**config.mk**
```make
export PLATFORM = sky130hd
export DESIGN_NAME = qvga_frame_reader
export DESIGN_NICKNAME = d
export VERILOG_FILES = /design/src/rtl/qvga_frame_reader.sv
export SDC_FILE = /design/constraint.sdc
export NUM_CORES = 1
export LEC_CHECK = 0
export ABC_CLOCK_PERIOD_IN_PS = 2700
export CORE_MARGIN = 2
export CORE_UTILIZATION = 33
export DETAILED_ROUTE_END_ITERATION = 10
export DONT_BUFFER_PORTS = 1
export MAX_ROUTING_LAYER = met4
export SYNTH_ARGS = -nofsm -noshare
export SYNTH_HDL_FRONTEND = slang
export SYNTH_SLANG_ARGS = --single-unit
```
**constraint.sdc**
```tcl
create_clock -name clk -period 2.7 [get_ports clk]
set_clock_uncertainty 0.15 [all_clocks]
set_input_delay 0.54 -clock clk [delete_from_list [all_inputs] [get_ports clk]]
set_output_delay 0.54 -clock clk [all_outputs]
set_load 0.005 [all_outputs]
```
**src/rtl/qvga_frame_reader.sv**
```systemverilog
// -----------------------------------------------------------------------------
// qvga_frame_reader
//
// Reads a 320x240 RGB565 frame buffer and produces a 640x480@60 VGA stream.
// Each stored pixel is shown as a 2x2 block. The 16-bit RGB565 word is reduced
// to RGB444 by keeping the top four bits of each channel.
//
// Data path:
//   counters (stage 0) -> rAddr register -> RAM (RD_LATENCY cycles)
//                      -> colour/sync output registers
// Counter state to outputs takes RD_LATENCY+2 cycles. The sync, enable and
// frame-start flags go through a shift pipeline of the same depth, so they
// stay aligned with the colours.
//
// Ports:
//   clk          pixel clock, 25 MHz
//   reset_n      asynchronous active-low reset, released synchronously
//   rAddr[16:0]  frame-buffer read address, 0..76799 (registered)
//   rData[15:0]  frame-buffer read data, RGB565, valid RD_LATENCY cycles
//                after rAddr
//   h_sync       horizontal sync, active low
//   v_sync       vertical sync, active low
//   de           display enable, high for visible pixels
//   red/green/blue[3:0]  RGB444 colour, zero outside the visible area
//   frame_start  one-cycle pulse together with output pixel (0,0)
//
// Build option:
//   FRAME_BORDER_EN  when defined, the outermost visible rows and columns are
//                    forced to white (4'hF on every channel). Read addresses
//                    do not change.
//
// RD_LATENCY may be 1, 2 or 3.
// -----------------------------------------------------------------------------
module qvga_frame_reader #(
   parameter int H_ACTIVE   = 640,
   parameter int H_FP       = 16,
   parameter int H_SYNC     = 96,
   parameter int H_BP       = 48,
   parameter int V_ACTIVE   = 480,
   parameter int V_FP       = 10,
   parameter int V_SYNC     = 2,
   parameter int V_BP       = 33,
   parameter int RD_LATENCY = 1
) (
   input  logic        clk,
   input  logic        reset_n,
   output logic [16:0] rAddr,
   input  logic [15:0] rData,
   output logic        h_sync,
   output logic        v_sync,
   output logic        de,
   output logic [3:0]  red,
   output logic [3:0]  green,
   output logic [3:0]  blue,
   output logic        frame_start
);

   localparam int H_TOTAL    = H_ACTIVE + H_FP + H_SYNC + H_BP;
   localparam int V_TOTAL    = V_ACTIVE + V_FP + V_SYNC + V_BP;
   localparam int LINE_WORDS = H_ACTIVE / 2;       // stored pixels per line
   localparam int PIPE_DEPTH = RD_LATENCY + 1;     // rAddr stage + RAM latency
   localparam int LAST       = PIPE_DEPTH - 1;

   // Flags generated at stage 0 for one pixel. They travel with that pixel's
   // read request.
   typedef struct packed {
      logic active;
      logic hs;      // active low, same polarity as h_sync
      logic vs;      // active low, same polarity as v_sync
      logic first;   // counter state (0,0)
   } flags_t;

   localparam flags_t FLAGS_IDLE = '{active: 1'b0, hs: 1'b1, vs: 1'b1, first: 1'b0};

   logic [9:0]  h_cnt;
   logic [9:0]  v_cnt;
   logic [16:0] line_base;
   flags_t      flags0;
   flags_t      pipe [PIPE_DEPTH];

   // The low bits of each RGB565 field are dropped by the RGB444 mapping.
   logic rdata_unused;
   assign rdata_unused = ^{rData[11], rData[6:5], rData[0]};

   // ---------------------------------------------------------------------------
   // Stage 0: decode the current counter position
   // ---------------------------------------------------------------------------
   // NOTE: every field gets a value before any condition is evaluated, so this
   // block cannot infer a latch.
   always_comb begin
      flags0        = FLAGS_IDLE;
      flags0.active = (h_cnt < 10'(H_ACTIVE)) && (v_cnt < 10'(V_ACTIVE));
      flags0.hs     = !((h_cnt >= 10'(H_ACTIVE + H_FP)) &&
                        (h_cnt <  10'(H_ACTIVE + H_FP + H_SYNC)));
      flags0.vs     = !((v_cnt >= 10'(V_ACTIVE + V_FP)) &&
                        (v_cnt <  10'(V_ACTIVE + V_FP + V_SYNC)));
      flags0.first  = (h_cnt == 10'd0) && (v_cnt == 10'd0);
   end

   // ---------------------------------------------------------------------------
   // Counters, line base and read address
   // ---------------------------------------------------------------------------
   // NOTE: all state uses non-blocking assignments, so each register samples
   // the values from before the edge and the evaluation order of blocks does
   // not matter.
   always_ff @(posedge clk or negedge reset_n) begin
      if (!reset_n) begin
         h_cnt     <= '0;
         v_cnt     <= '0;
         line_base <= '0;
         rAddr     <= '0;
      end else begin
         // Dropping h_cnt[0] repeats each stored pixel on two output pixels.
         rAddr <= flags0.active ? (line_base + 17'(h_cnt[9:1])) : '0;

         if (h_cnt == 10'(H_TOTAL - 1)) begin
            h_cnt <= '0;
            if (v_cnt == 10'(V_TOTAL - 1)) begin
               v_cnt     <= '0;
               line_base <= '0;
            end else begin
               v_cnt <= v_cnt + 10'd1;
               // Advance after odd lines only, so each stored line is shown twice.
               if (v_cnt[0] && (v_cnt < 10'(V_ACTIVE)))
                  line_base <= line_base + 17'(LINE_WORDS);
            end
         end else begin
            h_cnt <= h_cnt + 10'd1;
         end
      end
   end

   // ---------------------------------------------------------------------------
   // Flag pipeline. Stage 0 is captured with rAddr. The last stage lines up
   // with the cycle in which rData belongs to that address.
   // ---------------------------------------------------------------------------
   // NOTE: this array is a shift pipeline, not a RAM. It is reset so that no
   // stale sync or enable pulse appears after reset.
   always_ff @(posedge clk or negedge reset_n) begin
      if (!reset_n) begin
         for (int i = 0; i < PIPE_DEPTH; i++) pipe[i] <= FLAGS_IDLE;
      end else begin
         pipe[0] <= flags0;
         for (int i = 1; i < PIPE_DEPTH; i++) pipe[i] <= pipe[i-1];
      end
   end

`ifdef FRAME_BORDER_EN
   // Border membership is decided at stage 0 and delayed like the other flags.
   logic                  border0;
   logic [PIPE_DEPTH-1:0] border_pipe;

   assign border0 = flags0.active &&
                    ((h_cnt == 10'd0) || (h_cnt == 10'(H_ACTIVE - 1)) ||
                     (v_cnt == 10'd0) || (v_cnt == 10'(V_ACTIVE - 1)));

   always_ff @(posedge clk or negedge reset_n) begin
      if (!reset_n) border_pipe <= '0;
      else          border_pipe <= {border_pipe[PIPE_DEPTH-2:0], border0};
   end
`endif

   // ---------------------------------------------------------------------------
   // Output registers
   // ---------------------------------------------------------------------------
   always_ff @(posedge clk or negedge reset_n) begin
      if (!reset_n) begin
         h_sync      <= 1'b1;
         v_sync      <= 1'b1;
         de          <= 1'b0;
         frame_start <= 1'b0;
         red         <= '0;
         green       <= '0;
         blue        <= '0;
      end else begin
         h_sync      <= pipe[LAST].hs;
         v_sync      <= pipe[LAST].vs;
         de          <= pipe[LAST].active;
         frame_start <= pipe[LAST].first;
         if (pipe[LAST].active) begin
            red   <= rData[15:12];
            green <= rData[10:7];
            blue  <= rData[4:1];
         end else begin
            red   <= '0;
            green <= '0;
            blue  <= '0;
         end
`ifdef FRAME_BORDER_EN
         if (border_pipe[LAST]) begin
            red   <= 4'hF;
            green <= 4'hF;
            blue  <= 4'hF;
         end
`endif
      end
   end

endmodule

```
== After elaboration in Yosys (flattened, before gate mapping) ==
Index checks and enable logic that the tools add are counted.

* Mux-type cells: 8
* Eq/ne operators: 2
* Reductions and logical operators: 11
* $add $sub $neg: 4
* Order comparisons: 6

{| class="wikitable"
|+ Operator list
! kind !! number
|-
| 17-bit two-way mux || 3
|-
| 10-bit by 1-bit adder with 10-bit output (second input constant) || 2
|-
| 10-bit == test (second input constant) || 2
|-
| 10-bit logical NOT || 2
|-
| 10-bit < comparator (second input constant) || 2
|-
| 10-bit by 9-bit < comparator with 1-bit output (second input constant) || 2
|-
| 10-bit two-way mux || 2
|-
| 17-bit by 9-bit adder with 17-bit output || 1
|-
| 17-bit by 9-bit adder with 17-bit output (second input constant) || 1
|-
| 4-bit two-way mux || 3
|-
| 10-bit >= comparator (second input constant) || 1
|-
| 10-bit by 9-bit >= comparator with 1-bit output (second input constant) || 1
|-
| 1-bit logical AND || 5
|-
| 1-bit logical NOT || 2
|-
| 2-bit AND reduction || 1
|-
| 2-bit nonzero test || 1
|}

* Output and inout bits: 33
* Logic and storage cells: 50
* Flip-flop bits (word level): 78

== Logic depth before layout (Yosys ltp) ==
* Word-level depth: 4
* Mapped depth: 7
* Gate-level depth less buffers: 6

== Worst setup path after synthesis ==
No wires, ideal clock.

* Kind: flip-flop to flip-flop
* Start: register line_base[7]
* End: register rAddr[12]
* Slack: 0.843 ns
* Stages on the path, launching flop included: 6
* Arrival: 1.629 ns
* Setup time: 0.078 ns
* Cells stage by stage: dfrtp_1 -> ha_1 -> a21o_1 -> a21oi_1 -> or4_1 -> a21oi_1

* Word-level cells in the longest chain between the ends: 2

{| class="wikitable"
|+ RTL lines
! item !! RTL line !! RTL
|-
| start, declared || 77 || <nowiki>logic [16:0] line_base;</nowiki>
|-
| start signal, assigned || 125 || <nowiki>line_base <= line_base + 17'(LINE_WORDS);</nowiki>
|-
| 17-bit by 9-bit adder with 17-bit output || 114 || <nowiki>rAddr <= flags0.active ? (line_base + 17'(h_cnt[9:1])) : '0;</nowiki>
|-
| 17-bit two-way mux || 114 ||
|-
| end signal, assigned || 114 ||
|-
| end, declared || 47 || <nowiki>output logic [16:0] rAddr,</nowiki>
|}

No other way between the ends.
A chain may end at the register's enable or synchronous reset.

== Final worst setup path ==
* Start: register h_cnt[0]
* End: register line_base[12]

* Word-level cells in the longest chain between the ends: 2

{| class="wikitable"
|+ RTL lines
! item !! RTL line !! RTL
|-
| start, declared || 75 || <nowiki>logic [9:0] h_cnt;</nowiki>
|-
| start signal, assigned || 128 || <nowiki>h_cnt <= h_cnt + 10'd1;</nowiki>
|-
| 10-bit == test || 116 || <nowiki>if (h_cnt == 10'(H_TOTAL - 1)) begin</nowiki>
|-
| 2-bit AND reduction (no line) || -- ||
|}

No other way between the ends.

==> metrics.md <==
| Metric | Value |
|---|---|
| FF+latch count, synth | `72` |
| Full die area | `10,600 µm²` |
| CTS tree | `done` |
| CP Capture Type | `flop` |
| Clock Tree Root | `clkbuf_8` |
| Synth Instances | `290` |
| Drt initial violations | `147` |
| Netlist cell types | `44` |
| Top-area cell type share of the netlist area | `51.3%` |
| Vias in the first global route | `2,119` |
| Commonest cells post-synth | `dfrtp_1, and2_1, nand2_1, nand3_1, o21ai_0` |
| Leakage | `1.60 nW` |
| Worst r2r dst | `line_base[12]` |
| Deepest clock path buffer count | `2` |
| DRT Pass-1 Iters | `4` |
| Row cnt | `36` |
| Routed vias/inst | `5.11` |
| Fin nets | `320` |
| Synth top area cells | `dfrtp_1, dfstp_2, and2_1` |
| Hold Path Cell Cnt | `1` |
| Drt drc | `0` |
| Worst path buffer plus inverter count | `0` |
| Pwr per Cell Area | `556 nW/µm²` |
| Area leader, netlist | `dfrtp_1` |
| Gr ovfl total | `0` |
| I/O pins | `51` |
| Min-Delay Path Class | `input pin to flop` |
| Core area | `9590 µm²` |
| Post_cts resized | `0` |
| Critical path required time | `2.83 ns` |
| Worst vdd ir | `187 µV` |
| Max Clk Rate | `440 MHz` |
| Skew-Pair Late Insertion Delay | `0.35 ns` |
| Mapped Nets | `317` |
| First-pass GRT wire length | `9.88 mm` |
| Port bufs | `0` |
| Crit-path slowest cell | `or4_1` |
| Worst-path clk slew | `0.08 ns` |
| Critical Path AT | `2.40 ns` |
| Area grow syn2layout | `11.6%` |
| Final setup vio count | `0` |
| Tightest Pin Transition | `0.387 ns` |
| Synth async-reset ratio | `100%` |
| Routed len/inst | `13.9 µm` |
| Setup slack, reg-to-reg | `0.43 ns` |
| Fin. Hold Viols | `0` |
| Crit-path leading delay family | `simple AND/OR/NAND/NOR gates` |
| Slew headroom | `73.9%` |
| CP max FO | `8` |
| Yosys warnings | `0` |
| GP Congestion | `0.865` |
| TritonCTS Sinks | `72` |
| Outcome | `completed` |
| Via count | `2,202` |
| Most numerous cell in the Yosys netlist | `dfrtp_1` |
| Starting density of the core | `33.5%` |
| Ys flop type | `dfrtp_1` |
| Setup TNS | `0 ns` |
| Slowest stage delay, CP | `0.55 ns` |
| Slew Viols, Final | `0` |
| Worst Setup EP | `line_base[12]` |
| Reg2Reg Depth | `5` |
| Largest net degree at the start of global routing | `73` |
| Timing startpoint of the critical path | `h_cnt[0]` |
| Worst path cell trace | `ha_1 > and4_1 > nand4_1 > or4_1 > a21oi_1` |
| DPL Wire Length | `4.04 mm` |
| DP Worst Slack | `0.453 ns` |
| Critical path type | `flop to flop` |
| RSZ-0062 raised after global routing | `no` |
| Post-Route WL | `5.98 mm` |
| Worst Hold Slack | `0.174 ns` |
| TritonCTS Buffers | `9` |
| Max-cap violation count | `0` |
| EDFF count, synth | `0` |
| Routed Antenna Nets | `0` |
| Seq/Total Area, Yosys | `56.2%` |
| RR Startpoint | `h_cnt[0]` |
| Share of cells above drive strength 1 | `11.1%` |
| Die W | `103 µm` |
| Crit path time final | `2.27 ns` |
| Element type at the critical path start | `flop` |
| Antenna Cells | `0` |
| GRT Total Usage | `12.4%` |
| Die H | `103 µm` |
| Mapped Area | `3220 µm²` |
| H-Tree Depth | `3` |
| Stages on worst setup path | `5` |
| Final period util | `84.2%` |
| Final WS setup | `0.426 ns` |
| Initial antenna violation count | `0` |
| Post-synthesis area per instance | `11.1 µm²` |
## stage by stage
step                utilization, %  cell area [µm²]  instances  power [W]
floorplan                        -             3220        290    0.00112
global placement              34.8             3340        413    0.00112
detailed placement            34.8             3340        413    0.00112
CTS                           37.4             3590        431    0.00202
global route                  37.4             3590        431    0.00208
finish                        37.4             3590        431    0.00199
## flip-flops by register name, summed over array words and instances, names as in the netlist, 4 cells and up
register   flops
h_cnt         10
pipe           8
green          4
line_base     11
v_cnt         10
red            4
rAddr         17
blue           4
## layout make-up
| cell class | count | area (µm²) |
|---|---|---|
| Clock inverter | 4 | 52.6 |
| Sequential cell | 72 | 1810 |
| Fill cell | 938 | 6010 |
| Clock buffer | 12 | 155 |
| Tap cell | 133 | 166 |
| Multi-Input combinational cell | 193 | 1290 |
| Timing Repair Buffer | 7 | 75.1 |
| Inverter | 10 | 37.5 |
## power by group
| part | switching [W] | leakage (nW) | internal [W] |
|---|---|---|---|
| registers | 0.00000420 | 0.917 | 0.00109 |
| logic | 0.0000218 | 0.577 | 0.00000977 |
| clock network | 0.000392 | 0.107 | 0.000479 |
| total | 0.000418 | 1.60 | 0.00158 |
## logic make-up after synthesis
family          synth area share (%)
flops                           56.2
xor+xnor                        2.99
compound gates                  11.6
fa+ha+maj                       3.50
mux                             1.24
buf+inv                         3.58
simple gates                    20.8
## what timing repair did
action,in CTS,in global routing
setup buffers,0,0
endpoints found under the hold margin,72,0
hold buffers,2,0
## placed cells by master (no fill, tap or decap), types with 2 or more instances in the layout
cell,instances
a21o_1,6
a21oi_1,15
a311o_1,2
a31oi_1,9
and2_1,21
and3_1,4
and4_1,3
and4b_1,2
buf_4,5
clkbuf_8,11
clkinv_4,2
dfrtp_1,66
dfstp_2,6
ha_1,9
inv_1,10
mux2i_1,4
nand2_1,18
nand2b_1,2
nand3_1,18
nand4_1,6
nor2_1,10
nor3_1,3
nor4_1,3
o21a_1,2
o21ai_0,16
o31ai_1,5
or3_1,5
or4_1,6
xnor2_1,6
xor2_1,5
## worst min path at each step
stage                     startpoint       end  slack [ns]
after floorplan              reset_n   blue[0]        0.09
after global placement       reset_n  rAddr[2]         0.1
after detailed placement     reset_n  rAddr[2]         0.1
after CTS                  rData[13]    red[1]        0.16
after global routing       rData[10]  green[3]        0.16
final                      rData[10]  green[3]        0.17
## layer usage
| layer | up-vias | GRT usage (%) | wire length, µm |
|---|---|---|---|
| met5 | - | - | 0 |
| met4 | 0 | 7.89 | 192 |
| met3 | 18 | 2.85 | 424 |
| met2 | 79 | 18.8 | 2710 |
| met1 | 1061 | 14.9 | 2660 |
| li1 | 1044 | - | - |
Power figures use the tool's default switching activity.
